[config.mk]
export PLATFORM = sky130hd
export DESIGN_NAME = bitcore_mem_port
export DESIGN_NICKNAME = d
export VERILOG_FILES = /design/src/rtl/bitcore_mem_port.sv
export SDC_FILE = /design/constraint.sdc
export NUM_CORES = 1
export LEC_CHECK = 0
export BUFFER_PORTS_ARGS = -buffer_cell sky130_fd_sc_hd__buf_2
export CORE_ASPECT_RATIO = 0.5
export CORE_MARGIN = 2
export CORE_UTILIZATION = 51
export DETAILED_ROUTE_END_ITERATION = 10
export PLACE_DENSITY = 0.75
export SYNTH_ARGS = -nofsm -noshare
export SYNTH_HDL_FRONTEND = slang
export SYNTH_SLANG_ARGS = --single-unit
[constraint.sdc]
create_clock -name CLK -period 2.6 [get_ports CLK]
set_clock_uncertainty 0.1 [all_clocks]
set_input_delay 0.52 -clock CLK [delete_from_list [all_inputs] [get_ports CLK]]
set_output_delay 0.52 -clock CLK [all_outputs]
set_load 0.02 [all_outputs]
[src/rtl/bitcore_mem_port.sv]
// Core-side bit memory port: queues core load/store requests and replays them to the
// arbiter slice one at a time. Optional issue timeout is compiled in with BITCORE_MEMPORT_TIMEOUT_EN.
module bitcore_mem_port #(
    parameter int FIFO_DEPTH     = 4,
    parameter int ADDR_W         = 16,
    parameter int TIMEOUT_CYCLES = 255
) (
    input  logic              CLK,
    input  logic              RST,
    input  logic              REQ_VALID,
    output logic              REQ_READY,
    input  logic              REQ_WRITE,
    input  logic [ADDR_W-1:0] REQ_ADDR,
    input  logic              REQ_WDATA,
    output logic              RSP_VALID,
    output logic              RSP_RDATA,
    output logic [ADDR_W-1:0] RSP_ADDR,
    output logic              RSP_ERR,
    output logic              ARB_WE,
    output logic              ARB_RR,
    output logic [ADDR_W-1:0] ARB_ADDR,
    output logic              ARB_WDATA,
    input  logic              ARB_RDATA,
    input  logic              ARB_ACK,
    output logic              BUSY
);
    localparam int PTR_W   = $clog2(FIFO_DEPTH);
    localparam int CNT_W   = PTR_W + 1;
    localparam int ENTRY_W = ADDR_W + 2;
    localparam logic [CNT_W-1:0] DEPTH_C = CNT_W'(FIFO_DEPTH);
    localparam logic [CNT_W-1:0] ZERO_C  = {CNT_W{1'b0}};

    if ((FIFO_DEPTH < 32'sd2) || ((FIFO_DEPTH & (FIFO_DEPTH - 32'sd1)) != 32'sd0)) begin : g_bad_depth
        $error("FIFO_DEPTH must be a power of two and at least 2");
    end
    if ((TIMEOUT_CYCLES < 32'sd1) || (TIMEOUT_CYCLES > 32'sd65535)) begin : g_bad_timeout
        $error("TIMEOUT_CYCLES must lie in 1..65535");
    end

    typedef enum logic [1:0] {
        ST_IDLE  = 2'd0,
        ST_ISSUE = 2'd1,
        ST_GAP   = 2'd2
    } state_t;

    state_t              state_r, state_next_s;
    logic [ENTRY_W-1:0]  fifo_mem_r [FIFO_DEPTH];
    logic [PTR_W-1:0]    wr_ptr_r, rd_ptr_r;
    logic [CNT_W-1:0]    count_r, count_next_s;
    logic                push_s, pop_s, abort_s, tmo_hit_s, issue_start_s;
    logic [ENTRY_W-1:0]  head_s;

    logic                req_ready_r, busy_r;
    logic                rsp_valid_r, rsp_rdata_r, rsp_err_r;
    logic [ADDR_W-1:0]   rsp_addr_r;
    logic                arb_we_r, arb_rr_r, arb_wdata_r;
    logic [ADDR_W-1:0]   arb_addr_r;

    // Entries are {write, addr, wdata}; fullness is guarded by the registered ready.
    assign push_s        = REQ_VALID && req_ready_r;
    assign head_s        = fifo_mem_r[rd_ptr_r];
    assign issue_start_s = (state_r == ST_IDLE) && (state_next_s == ST_ISSUE);

`ifdef BITCORE_MEMPORT_TIMEOUT_EN
    localparam logic [15:0] TMO_LAST_C = 16'(TIMEOUT_CYCLES - 1);
    logic [15:0] tmo_cnt_r;

    assign tmo_hit_s = (state_r == ST_ISSUE) && (tmo_cnt_r == TMO_LAST_C);

    // Counts ISSUE cycles spent waiting for ACK
    always_ff @(posedge CLK or posedge RST) begin
        if (RST) begin
            tmo_cnt_r <= 16'd0;
        end else if (issue_start_s) begin
            tmo_cnt_r <= 16'd0;
        end else if ((state_r == ST_ISSUE) && !ARB_ACK) begin
            tmo_cnt_r <= tmo_cnt_r + 16'd1;
        end
    end
`else
    assign tmo_hit_s = 1'b0;
`endif

    // Next-state and pop decision; ACK takes priority over a coincident timeout
    always_comb begin
        state_next_s = state_r;
        pop_s        = 1'b0;
        abort_s      = 1'b0;
        case (state_r)
            ST_IDLE: begin
                if (count_r != ZERO_C) begin
                    state_next_s = ST_ISSUE;
                end else begin
                    state_next_s = ST_IDLE;
                end
            end
            ST_ISSUE: begin
                if (ARB_ACK) begin
                    pop_s        = 1'b1;
                    state_next_s = ST_GAP;
                end else if (tmo_hit_s) begin
                    pop_s        = 1'b1;
                    abort_s      = 1'b1;
                    state_next_s = ST_GAP;
                end else begin
                    state_next_s = ST_ISSUE;
                end
            end
            ST_GAP:  state_next_s = ST_IDLE;
            default: state_next_s = ST_IDLE;
        endcase
    end

    // Post-edge occupancy, used for the registered ready/busy flags
    always_comb begin
        count_next_s = count_r;
        case ({push_s, pop_s})
            2'b10:   count_next_s = count_r + CNT_W'(1);
            2'b01:   count_next_s = count_r - CNT_W'(1);
            default: count_next_s = count_r;
        endcase
    end

    // FSM state register
    always_ff @(posedge CLK or posedge RST) begin
        if (RST) begin
            state_r <= ST_IDLE;
        end else begin
            state_r <= state_next_s;
        end
    end

    // Request storage; contents need no reset because occupancy gates every read
    always_ff @(posedge CLK) begin
        if (push_s) begin
            fifo_mem_r[wr_ptr_r] <= {REQ_WRITE, REQ_ADDR, REQ_WDATA};
        end
    end

    // FIFO pointers and occupancy
    always_ff @(posedge CLK or posedge RST) begin
        if (RST) begin
            wr_ptr_r <= {PTR_W{1'b0}};
            rd_ptr_r <= {PTR_W{1'b0}};
            count_r  <= ZERO_C;
        end else begin
            if (push_s) begin
                wr_ptr_r <= wr_ptr_r + PTR_W'(1);
            end
            if (pop_s) begin
                rd_ptr_r <= rd_ptr_r + PTR_W'(1);
            end
            count_r <= count_next_s;
        end
    end

    // Registered core-facing flags and completion
    always_ff @(posedge CLK or posedge RST) begin
        if (RST) begin
            req_ready_r <= 1'b0;
            busy_r      <= 1'b0;
            rsp_valid_r <= 1'b0;
            rsp_rdata_r <= 1'b0;
            rsp_err_r   <= 1'b0;
            rsp_addr_r  <= {ADDR_W{1'b0}};
        end else begin
            req_ready_r <= (count_next_s != DEPTH_C);
            busy_r      <= (count_next_s != ZERO_C) || (state_next_s != ST_IDLE);
            rsp_valid_r <= pop_s;
            if (pop_s) begin
                rsp_addr_r  <= arb_addr_r;
                rsp_rdata_r <= ARB_ACK && arb_rr_r && ARB_RDATA;
                rsp_err_r   <= abort_s;
            end
        end
    end

    // Arbiter strobes, address and data held for the whole ISSUE phase
    always_ff @(posedge CLK or posedge RST) begin
        if (RST) begin
            arb_we_r    <= 1'b0;
            arb_rr_r    <= 1'b0;
            arb_addr_r  <= {ADDR_W{1'b0}};
            arb_wdata_r <= 1'b0;
        end else if (issue_start_s) begin
            arb_we_r    <= head_s[ENTRY_W-1];
            arb_rr_r    <= !head_s[ENTRY_W-1];
            arb_addr_r  <= head_s[ENTRY_W-2:1];
            arb_wdata_r <= head_s[ENTRY_W-1] && head_s[0];
        end else if (pop_s) begin
            arb_we_r <= 1'b0;
            arb_rr_r <= 1'b0;
        end
    end

    assign REQ_READY = req_ready_r;
    assign BUSY      = busy_r;
    assign RSP_VALID = rsp_valid_r;
    assign RSP_RDATA = rsp_rdata_r;
    assign RSP_ADDR  = rsp_addr_r;
    assign RSP_ERR   = rsp_err_r;
    assign ARB_WE    = arb_we_r;
    assign ARB_RR    = arb_rr_r;
    assign ARB_ADDR  = arb_addr_r;
    assign ARB_WDATA = arb_wdata_r;

endmodule

# --- Word-level counts from Yosys, hierarchy flattened ---
# Memories as Yosys holds them, arrays and structs flattened.
# Cells that the tools add are included.
totals:
  in_bits: 23
  mem_count: 1
  romBits: 0
  word_cells: 46
  ram_bits: 72
  latchBits: 0
  reg_bits: 48
  out_inout_bits: 40
memory_table:
  columns: ["name", "depth", "word_bits", "rd", "rd_clocked_by_memory_dff", "wr", "line", "source"]
  rows:
  - ["fifo_mem_r", 4, 18, 1, 0, 1, "47", "logic [ENTRY_W-1:0] fifo_mem_r [FIFO_DEPTH];"]
op_classes:
  magnitude_cmp: 0
  n_eq_ne: 5
  bitwise_logic: 0
  div: 0
  shift: 0
  addsub: 4
  n_reduce_logical: 12
  n_mul: 0
  muxes: 11
op_table:
  columns: ["operator", "n"]
  rows:
  - ["$mux W1", 8]
  - ["$eq A2 B1 Y1 const B", 3]
  - ["$pmux W3 S2", 1]
  - ["$reduce_bool A3 Y1", 2]
  - ["$logic_and A1 B1 Y1", 5]
  - ["$add A2 B1 Y2 const B", 2]
  - ["$pmux W2 S2", 1]
  - ["$reduce_bool A2 Y1", 2]
  - ["$add A3 B1 Y3 const B", 1]
  - ["$ne A3 B3 Y1 const B", 1]
  - ["$sub A3 B1 Y3 const B", 1]
  - ["$eq A2 B2 Y1 const B", 1]
  - ["$logic_not A2 Y1", 1]
  - ["$mux W2", 1]
  - ["$logic_not A1 Y1", 1]
  - ["$logic_or A1 B1 Y1", 1]

# --- Longest topological paths before layout ---
depth:
  ltp_word: 6
  ltp_mapped: 9
  ltp_nobuf: 8

# --- Least setup slack after synthesis ---
# No wires, ideal clock.
synth_path:
  kind: "register to register"
  startpoint: "register, netlist name RSP_VALID"
  endpoint: "register busy_r (netlist: BUSY)"
  slack_ps: -154
  stages_incl_launch_ff: 10
  setup_ps: 132
  required_ps: 2368
  synth_period_minus_slack_ps: 2754
  n_path_buf: 1
  arrival_time_ps: 2523
  cell_sequence: "dfrtp_1 -> nand3b_1 -> clkinv_1 -> clkbuf_1 -> ha_1 -> inv_1 -> fa_1 -> nand3b_1 -> a221oi_2 -> or3b_1"
synth_rtl:
  columns: ["item", "line", "source"]
  rows:
  - ["end signal, assigned", "168", "busy_r <= (count_next_s != ZERO_C) || (state_next_s != ST_IDLE);"]
  - ["end, declared", "53", "logic req_ready_r, busy_r;"]

==> flow_summary.toml <==
[run_status]
outcome = "complete, no violations"

[cts]
clockBufferDepth = 2
cts_resized = 0
post-cts-setup-buffers = 0
clock_latency_ns = 0.41
cts_buffers = 17
cts_num_sinks = 119
cts.clk_slew.worst_paths_ns = 0.05
holdBufCountCts = 0
root_buffer = "clkbuf_16"
cts_tree = "built"
htree_levels = 4

[place]
place.port_buffers = 61
hpwl_um = 5530
pre_cts_ws_ns = 0.0738
globalplace.congestion = 0.744

[final_layout]
n_antenna_cell = 0
multiInputGateArea_mm2 = 0.00112
regArea_mm2 = 0.00334
nNetsFinal = 374
fillers = 578
area_growth_pct = 22.6
drive_above_1_share = 0.394

[floorplanning]
core_area_mm2 = 0.00868
dieArea_mm2 = 0.00973
io_pins = 63
die_h_um = 70.8
fp.dieW_um = 137
rows = 24
start_util = 0.524

[global_routing]
globalRouteOverflowTotal = 0
antenna_found_initial = 0
first_global_vias = 2685
grt_first_pass_wirelength_um = 14300
grt_max_degree = 26
track_usage = 0.209

[synth]
synth_warnings = 0
synth_most_common_cell = "edfxtp_1"
syn_area_mm2 = 0.00454
synthFlopType = "edfxtp_1"
ys_async_sr_fraction = 0.395
synth.avg_cell_area_um2 = 17.3
synth_edf_count = 72
synth_cell_types = 34
yosysSeqAreaShare = 0.735
synth_top_area_cell = "edfxtp_1"
yosys_register_bits = 119
synth_cells = 262
synth.area.top_cells = "edfxtp_1 48%, dfrtp_1 26%, mux4_2 8.9%"
syn-num-nets = 291
synth_top_area_frac = 0.476
ys_top_cells_by_count = "72 x edfxtp_1, 54 x nand2_1, 47 x dfrtp_1, 18 x mux4_2, 17 x mux2_2"

[critical_path]
cp.arrival_ns = 2.65
required_ns = 2.78
critPathKind = "reg -> reg"
critPathLaunchType = "flop"
path_max_fanout = 5
cp-end-kind = "flop"

[routing]
route.detailed.drc = 0
finalWirelength_um = 8840
first_pass_iters = 4
vias = 2467
via_per_inst = 5.19
drt-initial-drc-count = 167
wl_per_cell_um = 18.6
ant_nets = 0

[sta]
final_hold_viol_count = 0
fin_ws_ns = 0.138
drv_slew = 0
finalSetupViolCount = 0
max-slew-margin-rel = 0.624
fin_crit_ns = 2.46
worstMarginPinSlew_ns = 0.565
min_period_over_period = 0.947
rsz0062_at_grt = "false"
tns_ns = 0
max_clock_freq_ghz = 0.406

[power]
p_leak_uw = 0.00232
p_per_area_mw_per_mm2 = 1340
peakVddDrop_v = 0.000634

[min_path]
min_path_type = "in -> async"

[job]
cap_violations = 0
[power breakdown]
group / total, uW / internal, uW / switching [uW] / leakage (uW)
clock: 2100 / 1320 / 780 / 0.000257
sequential: 2970 / 2640 / 333 / 0.00122
combinational: 2390 / 1060 / 1330 / 0.000836
total: 7460 / 5020 / 2440 / 0.00232
[logic make-up (layout without fill, tap and decap cells)]
group	count (synthesis)	count (layout)	share of synthesized area
flops	119	119	0.735
simple gates	71	71	0.0702
mux	37	37	0.136
buf+inv	17	113	0.0190
fa+ha+maj	6	6	0.0182
compound gates	6	6	0.0118
xor+xnor	5	5	0.00964
other cells	1	1	0.000825
[metrics by stage]
step | hold WS, ns | area (um^2) | total power [uW] | std cells | util
finish | 0.0532 | 5570 | 7460 | 475 | 0.642
global route | 0.0686 | 5570 | 7850 | 475 | 0.642
CTS | 0.0583 | 5570 | 7540 | 475 | 0.642
detailed placement | 0.357 | 5030 | 5390 | 443 | 0.580
global placement | 0.345 | 5030 | 5250 | 443 | 0.580
floorplan | 0.398 | 4550 | 4610 | 262 | -
[worst paths after layout]
path | start | slack, ns | cells after the start | end
worst min-delay path | RST | 0.05 | 2 | ARB_ADDR[2]
worst min register to register | RSP_ADDR[5] | 0.36 | 2 | RSP_ADDR[5]
max in group asynchronous | RST | 1.60 | 3 | ARB_WE
worst max-delay path | RSP_VALID | 0.14 | 8 | BUSY
worst max register to register | RSP_VALID | 0.14 | 8 | BUSY
min in group CLK | REQ_ADDR[8] | 0.23 | 1 | fifo_mem_r[0][9]
[worst max-delay path: stages (launching register included)]
cell and delay, ns:
dfrtp_1 0.40, nand3b_1 0.21, clkinv_2 0.08, ha_1 0.18, inv_1 0.06, fa_1 0.50, nand3b_1 0.14, a221oi_2 0.27
or3b_1 0.38
[placed cells by master, fill, tap and decap left out, types with 2 or more instances in the layout]
| cell | n |
|---|---|
| clkinvlp_4 | 3 |
| mux2i_1 | 2 |
| clkbuf_16 | 17 |
| clkinv_1 | 2 |
| clkbuf_1 | 3 |
| clkinv_2 | 6 |
| buf_4 | 13 |
| nand3b_1 | 2 |
| ha_1 | 5 |
| and3_1 | 5 |
| nand2_1 | 54 |
| edfxtp_1 | 72 |
| xnor2_1 | 4 |
| mux2_2 | 17 |
| inv_1 | 5 |
| mux4_2 | 18 |
| buf_2 | 61 |
| or3b_1 | 2 |
| dfrtp_1 | 47 |
[final cells by class]
cell class,instances,area share
clock buffer,21,0.0809
inverter,7,0.00494
timing repair buffer,74,0.0723
multi-input combinational,126,0.201
sequential,119,0.599
clock inverter,11,0.0153
tap,117,0.0263
[routing by layer]
metal / global-route usage / vias up / routed length [um]
li1: - / 1128 / -
met1: 0.246 / 1244 / 3540
met2: 0.347 / 83 / 4500
met3: 0.0867 / 12 / 676
met4: 0.0836 / 0 / 124
met5: 0 / - / 0
[state kept, by name (all words and copies together) (netlist names)]
signal	cells
ARB_ADDR	16
ARB_RR	1
ARB_WDATA	1
ARB_WE	1
BUSY	1
REQ_READY	1
RSP_ADDR	16
RSP_RDATA	1
RSP_VALID	1
count_r	3
fifo_mem_r	72
rd_ptr_r	2
state_r	1
wr_ptr_r	2
No activity file was read; power rests on OpenSTA's default activity.
